File: src/rtl/winograd_pkg.sv
// Shared constants and types for the Winograd F(4x4,3x3) datapath.
// The tile fetcher and the tile engine both import this package.
package winograd_pkg;

    localparam int OUT_N       = 4;
    localparam int KER_N       = 3;
    localparam int TILE_N      = OUT_N + KER_N - 1;
    localparam int TILE_STRIDE = OUT_N;
    localparam int PIX_W       = 32;

    localparam logic [2:0] SLOT_LAST = 3'(TILE_N - 1);

    typedef enum logic [1:0] {
        ST_IDLE,
        ST_FETCH,
        ST_PRESENT,
        ST_DONE
    } fetch_state_t;

    typedef logic [PIX_W-1:0] tile_t [0:TILE_N-1][0:TILE_N-1];

endpackage

File: src/rtl/winograd_tile_addr_gen.sv
// Slot and tile counters for the tile fetcher: tracks (i,j) within a tile and (tr,tc) over
// the output grid, and forms pixel addresses from running row-base registers.
module winograd_tile_addr_gen
    import winograd_pkg::*;
#(
    parameter int ADDR_W = 16,
    parameter int DIM_W  = 9
) (
    input  logic              clk,
    input  logic              rst_n,
    input  logic              init,
    input  logic              slot_adv,
    input  logic              tile_adv,
    input  logic [DIM_W-1:0]  img_rows,
    input  logic [DIM_W-1:0]  img_cols,
    input  logic [ADDR_W-1:0] base_addr,
    output logic [2:0]        slot_i,
    output logic [2:0]        slot_j,
    output logic [DIM_W-1:0]  tile_r,
    output logic [DIM_W-1:0]  tile_c,
    output logic              in_range,
    output logic              last_slot,
    output logic              last_tile,
    output logic [ADDR_W-1:0] mem_addr
);

    localparam int EW = DIM_W + 1;

    logic [EW-1:0]     rows_q, cols_q, row0, col0, pix_r, pix_c;
    logic [ADDR_W-1:0] tile_base, row_base, row_step, tile_step;
    logic              last_r, last_c;

    assign pix_r     = row0 + EW'(slot_i);
    assign pix_c     = col0 + EW'(slot_j);
    assign in_range  = (pix_r < rows_q) && (pix_c < cols_q);
    assign last_slot = (slot_i == SLOT_LAST) && (slot_j == SLOT_LAST);

    // A tile row/column is the last one once its 6-wide window reaches the image edge.
    assign last_r    = (row0 + EW'(TILE_N)) >= rows_q;
    assign last_c    = (col0 + EW'(TILE_N)) >= cols_q;
    assign last_tile = last_r && last_c;

    assign row_step  = ADDR_W'(cols_q);
    assign tile_step = row_step << $clog2(TILE_STRIDE);
    assign mem_addr  = row_base + ADDR_W'(pix_c);

    always_ff @(posedge clk or negedge rst_n) begin
        if (!rst_n) begin
            rows_q    <= '0;
            cols_q    <= '0;
            row0      <= '0;
            col0      <= '0;
            slot_i    <= '0;
            slot_j    <= '0;
            tile_r    <= '0;
            tile_c    <= '0;
            tile_base <= '0;
            row_base  <= '0;
        end else if (init) begin
            rows_q    <= EW'(img_rows);
            cols_q    <= EW'(img_cols);
            row0      <= '0;
            col0      <= '0;
            slot_i    <= '0;
            slot_j    <= '0;
            tile_r    <= '0;
            tile_c    <= '0;
            tile_base <= base_addr;
            row_base  <= base_addr;
        end else begin
            if (slot_adv) begin
                if (slot_j == SLOT_LAST) begin
                    slot_j <= '0;
                    if (slot_i == SLOT_LAST) begin
                        slot_i   <= '0;
                        row_base <= tile_base;
                    end else begin
                        slot_i   <= slot_i + 3'd1;
                        row_base <= row_base + row_step;
                    end
                end else begin
                    slot_j <= slot_j + 3'd1;
                end
            end
            if (tile_adv) begin
                if (last_c) begin
                    tile_c    <= '0;
                    col0      <= '0;
                    tile_r    <= tile_r + 1'b1;
                    row0      <= row0 + EW'(TILE_STRIDE);
                    tile_base <= tile_base + tile_step;
                    row_base  <= tile_base + tile_step;
                end else begin
                    tile_c <= tile_c + 1'b1;
                    col0   <= col0 + EW'(TILE_STRIDE);
                end
            end
        end
    end

endmodule

File: src/rtl/winograd_tile_fetcher.sv
// Gathers overlapping 6x6 stride-4 tiles from a row-major image in external memory,
// zero-padding past the image edge, and presents each on a valid/ready handshake.
module winograd_tile_fetcher
    import winograd_pkg::*;
#(
    parameter int DATA_W  = 32,
    parameter int ADDR_W  = 16,
    parameter int MAX_DIM = 256,
    parameter int DIM_W   = $clog2(MAX_DIM + 1)
) (
    input  logic              clk,
    input  logic              rst_n,
    input  logic              start,
    input  logic [DIM_W-1:0]  img_rows,
    input  logic [DIM_W-1:0]  img_cols,
    input  logic [ADDR_W-1:0] base_addr,
    output logic              mem_en,
    output logic [ADDR_W-1:0] mem_addr,
    input  logic [DATA_W-1:0] mem_rdata,
    output logic [DATA_W-1:0] tile_out [0:TILE_N-1][0:TILE_N-1],
    output logic              tile_valid,
    input  logic              tile_ready,
    output logic [DIM_W-1:0]  tile_row,
    output logic [DIM_W-1:0]  tile_col,
    output logic              busy,
    output logic              done,
    output logic              err
);

    fetch_state_t     state;
    logic             drain, legal, init, slot_adv, accept, tile_adv;
    logic             in_range, last_slot, last_tile;
    logic             cap_valid, cap_in;
    logic [2:0]       slot_i, slot_j, cap_i, cap_j;
    logic [DIM_W-1:0] tr, tc;

    assign legal    = (img_rows >= DIM_W'(KER_N)) && (img_rows <= DIM_W'(MAX_DIM)) &&
                      (img_cols >= DIM_W'(KER_N)) && (img_cols <= DIM_W'(MAX_DIM));
    assign init     = (state == ST_IDLE) && start && legal;
    assign slot_adv = (state == ST_FETCH) && !drain;
    assign accept   = (state == ST_PRESENT) && tile_ready;
    assign tile_adv = accept && !last_tile;
    assign mem_en   = slot_adv && in_range;

    winograd_tile_addr_gen #(
        .ADDR_W (ADDR_W),
        .DIM_W  (DIM_W)
    ) u_addr_gen (
        .clk       (clk),
        .rst_n     (rst_n),
        .init      (init),
        .slot_adv  (slot_adv),
        .tile_adv  (tile_adv),
        .img_rows  (img_rows),
        .img_cols  (img_cols),
        .base_addr (base_addr),
        .slot_i    (slot_i),
        .slot_j    (slot_j),
        .tile_r    (tr),
        .tile_c    (tc),
        .in_range  (in_range),
        .last_slot (last_slot),
        .last_tile (last_tile),
        .mem_addr  (mem_addr)
    );

    always_ff @(posedge clk or negedge rst_n) begin
        if (!rst_n) begin
            state      <= ST_IDLE;
            drain      <= 1'b0;
            tile_valid <= 1'b0;
            tile_row   <= '0;
            tile_col   <= '0;
            busy       <= 1'b0;
            done       <= 1'b0;
            err        <= 1'b0;
        end else begin
            case (state)
                ST_IDLE: begin
                    if (start) begin
                        busy <= 1'b1;
                        if (legal) begin
                            state <= ST_FETCH;
                            drain <= 1'b0;
                        end else begin
                            state <= ST_DONE;
                            done  <= 1'b1;
                            err   <= 1'b1;
                        end
                    end
                end
                ST_FETCH: begin
                    // The cycle after the last issue waits for that slot's read data to land.
                    if (drain) begin
                        state      <= ST_PRESENT;
                        tile_valid <= 1'b1;
                        tile_row   <= tr;
                        tile_col   <= tc;
                    end else if (last_slot) begin
                        drain <= 1'b1;
                    end
                end
                ST_PRESENT: begin
                    if (tile_ready) begin
                        tile_valid <= 1'b0;
                        if (last_tile) begin
                            state <= ST_DONE;
                            done  <= 1'b1;
                        end else begin
                            state <= ST_FETCH;
                            drain <= 1'b0;
                        end
                    end
                end
                ST_DONE: begin
                    state <= ST_IDLE;
                    busy  <= 1'b0;
                    done  <= 1'b0;
                    err   <= 1'b0;
                end
                default: state <= ST_IDLE;
            endcase
        end
    end

    always_ff @(posedge clk or negedge rst_n) begin
        if (!rst_n) begin
            cap_valid <= 1'b0;
            cap_in    <= 1'b0;
            cap_i     <= '0;
            cap_j     <= '0;
        end else begin
            cap_valid <= slot_adv;
            cap_in    <= in_range;
            cap_i     <= slot_i;
            cap_j     <= slot_j;
        end
    end

    // NOTE: tile storage is reset because its all-zero reset value is visible on tile_out.
    always_ff @(posedge clk or negedge rst_n) begin
        if (!rst_n) begin
            for (int i = 0; i < TILE_N; i++) begin
                for (int j = 0; j < TILE_N; j++) begin
                    tile_out[i][j] <= '0;
                end
            end
        end else if (cap_valid) begin
            tile_out[cap_i][cap_j] <= cap_in ? mem_rdata : '0;
        end
    end

endmodule
File: config.mk
export PLATFORM = sky130hd
export DESIGN_NAME = winograd_tile_fetcher
export DESIGN_NICKNAME = d
export VERILOG_FILES = /design/src/rtl/winograd_pkg.sv /design/src/rtl/winograd_tile_addr_gen.sv /design/src/rtl/winograd_tile_fetcher.sv
export SDC_FILE = /design/constraint.sdc
export NUM_CORES = 2
export LEC_CHECK = 0
export CORE_AREA = 2 2 487 489
export CTS_BUF_LIST = sky130_fd_sc_hd__clkbuf_8
export DETAILED_ROUTE_END_ITERATION = 12
export DIE_AREA = 0 0 489 491
export GPL_TIMING_DRIVEN = 0
export RECOVER_POWER = 100
export SYNTH_ARGS = -nofsm -noshare
export SYNTH_HDL_FRONTEND = slang
export SYNTH_SLANG_ARGS = --single-unit
File: constraint.sdc
create_clock -name clk -period 3.8 [get_ports clk]
set_input_delay 0.76 -clock clk [delete_from_list [all_inputs] [get_ports clk]]
set_output_delay 0.76 -clock clk [all_outputs]
set_load 0.02 [all_outputs]
======== Yosys cells after proc, flatten, opt, wreduce, memory -nomap -nowiden ========
Cells that the tools add are included.
storage, ports and cells
  word-level logic and storage cells ...... 189
  output and inout port bits .............. 1191
  register bits ........................... 1279
  input port bits ......................... 70
operators by class
  $lt $le $gt $ge ......................... 12
  add/sub/neg operators ................... 13
  equality and inequality tests ........... 12
  mux-type cells .......................... 58
  bitwise gates (word level) .............. 2
  reduce and logical (&&, ||, !) cells .... 34
operator list
  operator                 count
  $bwmux W1152             1
  $demux W192 S3           1
  $mux W192                1
  $mux W16                 9
  $demux W32 S3            1
  $mux W32                 2
  $mux W10                 6
  $mux W9                  6
  $add A10 B3 Y10 const B  4
  $mux W3                  7
  $add A10 B3 Y10          2
  $ge A10 B9 Y1            2
  $lt A10 B9 Y1            2
  $add A9 B1 Y9 const B    2
  $ge A9 B2 Y1 const B     2
  $le A9 B9 Y1 const B     2
  $add A16 B10 Y16         1
  $add A16 B11 Y16         1
  $add A16 B9 Y16          1
  $logic_and A1 B1 Y1      14
  $ne A2 B2 Y1 const B     7
  $mux W1                  13
  $reduce_bool A2 Y1       6
  $mux W2                  5
  16 further kinds         33

======== Depth between registers and ports, before layout ========
  word-level depth ........................ 8
  mapped depth ............................ 14
  depth with buffers taken out ............ 12

======== Cells and area by module ========
From an unflattened synthesis, not the netlist that was laid out.
unflattened totals
  cell total of the unflattened synthesis .. 4483
  area total of the unflattened synthesis .. 49686.4 µm²
modules (own cells, without submodules)
  module                  cells each  sequential area each (µm²)  area each (µm²)  instances
  winograd_tile_fetcher   3686        29653.4                     42913.7          1
  winograd_tile_addr_gen  797         2252.2                      6772.7           1

======== Worst setup path after synthesis ========
No wires, ideal clock.
  path kind ............................... register -> output
  from .................................... reg u_addr_gen.col0[2]
  to ...................................... out mem_addr[15]
  arrival time ............................ 2798 ps
  path slack .............................. 242 ps
  path buffers ............................ 0
  cell stages (with the launch flop) ...... 12
  data required time ...................... 3040 ps
  path through ............................ dfrtp_1 > ha_1 > a21o_1 > nand2_1 > nor2_1 > nand3_1 > xnor2_1 > ha_1 > nand3_1 > o311ai_0 > a21oi_1 > o31ai_1
on the way
  longest elaborated chain between the ends .. 2
ends and longest elaborated chain
  what                      RTL line                      source
  start: declaration        winograd_tile_addr_gen.sv:29  logic [EW-1:0] rows_q, cols_q, row0, col0, pix_r, pix_c;
  start signal: assignment  winograd_tile_addr_gen.sv:95  col0 <= col0 + EW'(TILE_STRIDE);
  $add A10 B3 Y10           winograd_tile_addr_gen.sv:34  assign pix_c = col0 + EW'(slot_j);
  $add A16 B10 Y16          winograd_tile_addr_gen.sv:45  assign mem_addr = row_base + ADDR_W'(pix_c);
  end: declaration          winograd_tile_fetcher.sv:18   output logic [ADDR_W-1:0] mem_addr,
Every way passes these cells.

======== Final worst setup path ========
  from .................................... reg u_addr_gen.col0[2]
  to ...................................... out mem_addr[11]
The elaborated chain is that of the path after synthesis.

==> key figures <==
Setup path
  – Worst Path Arrival: 3.74 ns
  – Required @ worst endpoint: 3.04 ns
  – Cell chain of the critical path: ha_4 > a21o_1 > nand2_4 > buf_12 > xnor2_4 > ha_4 > or2_4 > a21oi_4 > o311ai_4 > a21oi_2 > nor2_1 > xor2_1 > buf_4
  – Setup slack, reg-to-reg: 0.12 ns
  – Critical path endpoint category: primary output
  – Most used cell, CP: ha_4
  – Critical path peak fanout: 4
  – Crit Path Class: register to primary output
  – Slowest stage cell, crit path: dfrtp_2
  – Slowest stage delay, CP: 0.44 ns
  – Startpoint types: register
  – Worst R2R Path Depth: 5
  – Reg2Reg Launch Point: cap_i[0]
  – Worst R2R End: tile_out[1034]

GRT
  – Global-route wire length before repair: 355 mm
  – Number of global-route vias before repair: 43800
  – Antenna violations before repair: 44
  – Largest net degree at the start of global routing: 188
  – Gr ovfl total: 0
  – GRT Total Usage: 21.1%

Placement
  – Detailed Place HPWL: 200 mm
  – Dpl cell area: 0.0657 mm^2
  – IO Port Bufs: 1260
  – Placed cell count: 9202
  – Routability cong.: 0.913

STA
  – Final hold slack: 0.429 ns
  – Final period util: 119%
  – Final hold vios: 0
  – Fin worst setup slack: -0.704 ns
  – Count of final max-slew check failures: 221
  – RSZ-0062 raised after global routing: yes
  – Post-route minimum period: 4.50 ns
  – Total Negative Setup Slacks: -154.89 ns
  – Final setup fails: 508
  – Fmax: 222 MHz
  – Actual slew at the worst max-slew pin: 2.11 ns
  – Clock skew: 0.0821 ns
  – Max_slew headroom: -40.5%

Status
  – Failing checks: capacitance limit, slew limit, setup timing
  – Status: finished, violations left

Floorplan
  – Die ar.: 0.240 mm^2
  – Die Wd: 489 um
  – Row Count: 178
  – Initial cell density of the core: 20.8%
  – Area of the core: 0.235 mm^2
  – Num ports: 1261
  – Die height: 491 um

Clocking
  – Clock transition at path regs: 0.07 ns
  – Sink Count: 1275
  – CTS tree: yes
  – Clk_lat worst skew: 0.99 ns
  – CTS Buf Count: 224
  – H-tree lvl count: 4
  – Clk root buf: clkbuf_8
  – CTS max path bufs: 3

Yosys
  – Avg Inst Size Synth: 10.2 um^2
  – Sequential fraction of the synthesis area: 65.5%
  – Cell variety after synth: 78
  – Post-Syn Instances: 4773
  – Synth Flop Type: dfrtp_1
  – Post-synth EDFFs: 0
  – Mapped Area: 0.0487 mm^2
  – Post-synthesis async set-or-reset flop share: 100%
  – Yosys reg bits: 1275
  – Yosys warning count: 0

Layout
  – Post-Layout Inst Area: 0.0712 mm^2
  – Nets: 6437
  – Layout cell share with drive strength beyond 1: 8.00%
  – Fin cells: 9678
  – Post-layout util: 30.4%
  – Layout area overhead: 46.3%

Route
  – Post-DRT Antenna Nets: 0
  – Drt initial violations: 3545
  – Pre-antenna DRT Iters: 5
  – Drc violations: 0
  – Drt via density: 4.59
  – Mean routed wirelength per cell: 27.1 um
  – Vias: 44400
  – Total Wirelength: 263 mm

Power and ir drop
  – P_leak: 32.4 nW
  – Peak VDD IR: 0.000680 V
  – Cell Pwr Density: 998 mW/mm^2

Hold path
  – Tightest Hold Check Type: input pin to register
  – Min-Delay Startpoint: base_addr[9]
  – Hold path endpoint: u_addr_gen.tile_base[9]
  – Worst Hold Depth: 3

Flow run
  – Number of max-cap violations: 2
[layout by cell type, fill, tap and decap left out, drive strengths merged, types with 12 or more instances in the layout]
master,count
nand2,1315
dfrtp,1275
clkdlybuf4s50,1241
o21ai,1214
clkbuf,638
inv,110
nor2,79
ha,68
buf,67
a21oi,66
nand3,45
diode,44
xnor2,44
clkinv,31
xor2,23
nor3,21
mux2,18
a21o,15
o21a,13
nor2b,12
o211ai,12
and2,12
[synthesized netlist by cell type (8+ instances only)]
| cell | number | area, um^2 |
|---|---|---|
| a21o_1 | 15 | 113 |
| o22ai_1 | 10 | 62.6 |
| a211oi_1 | 11 | 82.6 |
| nand2_1 | 1315 | 4940 |
| a21oi_1 | 66 | 330 |
| xnor2_1 | 44 | 385 |
| nand3_1 | 42 | 210 |
| nor4_1 | 11 | 68.8 |
| a31oi_1 | 8 | 50.1 |
| xor2_1 | 22 | 193 |
| inv_1 | 36 | 135 |
| nor2b_1 | 12 | 75.1 |
| nand2b_1 | 11 | 68.8 |
| o21a_1 | 13 | 97.6 |
| ha_1 | 68 | 851 |
| nor2_1 | 79 | 297 |
| clkbuf_1 | 339 | 1270 |
| o211ai_1 | 12 | 90.1 |
| nor3_1 | 20 | 100 |
| o31ai_1 | 8 | 60.1 |
| buf_2 | 13 | 65.1 |
| mux2_2 | 18 | 203 |
| and2_1 | 11 | 68.8 |
| o21ai_0 | 1213 | 6070 |
| dfrtp_1 | 1275 | 31900 |
[sequential cells by signal, summed over array words and instances (netlist names), 9 cells and up]
name	flops
tile_out	1152
u_addr_gen.row_base	16
u_addr_gen.tile_base	16
tile_col	9
tile_row	9
u_addr_gen.cols_q	9
u_addr_gen.rows_q	9
u_addr_gen.tile_c	9
u_addr_gen.tile_r	9
[repair_timing]
item                                   in CTS  in global routing
gates resized for setup                   127                 28
pin swaps                                  17                 11
cloned                                      0                  1
hold buffers                                1                  0
buffers inserted                           11                  6
endpoints found under the hold margin     148                  0
setup endpoints to repair                 341                209
[logic make-up after synthesis]
| group | Yosys count | synth area share (%) |
|---|---|---|
| flops | 1275 | 65.5 |
| compound gates | 1393 | 15.0 |
| other cells | 1 | 0.00770 |
| buf+inv | 399 | 3.18 |
| fa+ha+maj | 71 | 1.87 |
| mux | 20 | 0.457 |
| xor+xnor | 67 | 1.22 |
| simple gates | 1547 | 12.8 |
[worst max-delay path: cells and delay by family (launching register included)]
| kind | cells | cell delay [ns] |
|---|---|---|
| AO/OA/AOI/OAI | 4 | 0.74 |
| adder cells (fa/ha/maj) | 2 | 0.43 |
| buffers and inverters | 2 | 0.32 |
| AND/OR/NAND/NOR | 3 | 0.42 |
| flip-flops | 1 | 0.44 |
| XOR/XNOR | 2 | 0.41 |
[stage by stage]
step | power [mW] | worst slack (ns)
floorplan | 37.1 | 0.242
global placement | 56.6 | -56.01
detailed placement | 57.1 | -0.976
CTS | 71.5 | -0.860
global route | 74.7 | -0.891
finish | 71.1 | -0.704
[area by class of cell]
class	count	area [um^2]
diodes	44	110
well taps	3150	3940
fillers	24400	163000
plain buffers	363	1420
clock inverters	122	910
clock buffers	292	4020
inverters	36	135
flip-flops and latches	1275	31900
multi-input cells	3100	15700
repair buffers	1296	13100
[power breakdown]
group	internal [mW]	switching, mW
Sequential	19.4	3.95
Clock	7.50	6.37
Combinational	13.3	20.6
Total	40.2	30.9
[routing by layer]
metal	wire length [um]	vias up	global-route usage (%)
met3	25100	539	6.77
met5	27	-	0
met4	12600	4	9.62
li1	-	19100	-
met1	103000	22500	25.7
met2	121000	2236	33.9
[worst max path at each step]
| stage | end | slack [ns] | from |
|---|---|---|---|
| 2_1_floorplan | mem_addr[15] | 0.24 | u_addr_gen.col0[2] |
| 3_3_place_gp | tile_out[376] | -56.01 | rst_n |
| 3_5_place_dp | mem_addr[11] | -0.98 | u_addr_gen.col0[2] |
| 4_1_cts | mem_addr[11] | -0.86 | u_addr_gen.slot_j[2] |
| 5_1_grt | mem_addr[11] | -0.89 | u_addr_gen.slot_j[2] |
| 6_report | mem_addr[11] | -0.70 | u_addr_gen.col0[2] |
No activity file was read; power rests on OpenSTA's default activity.
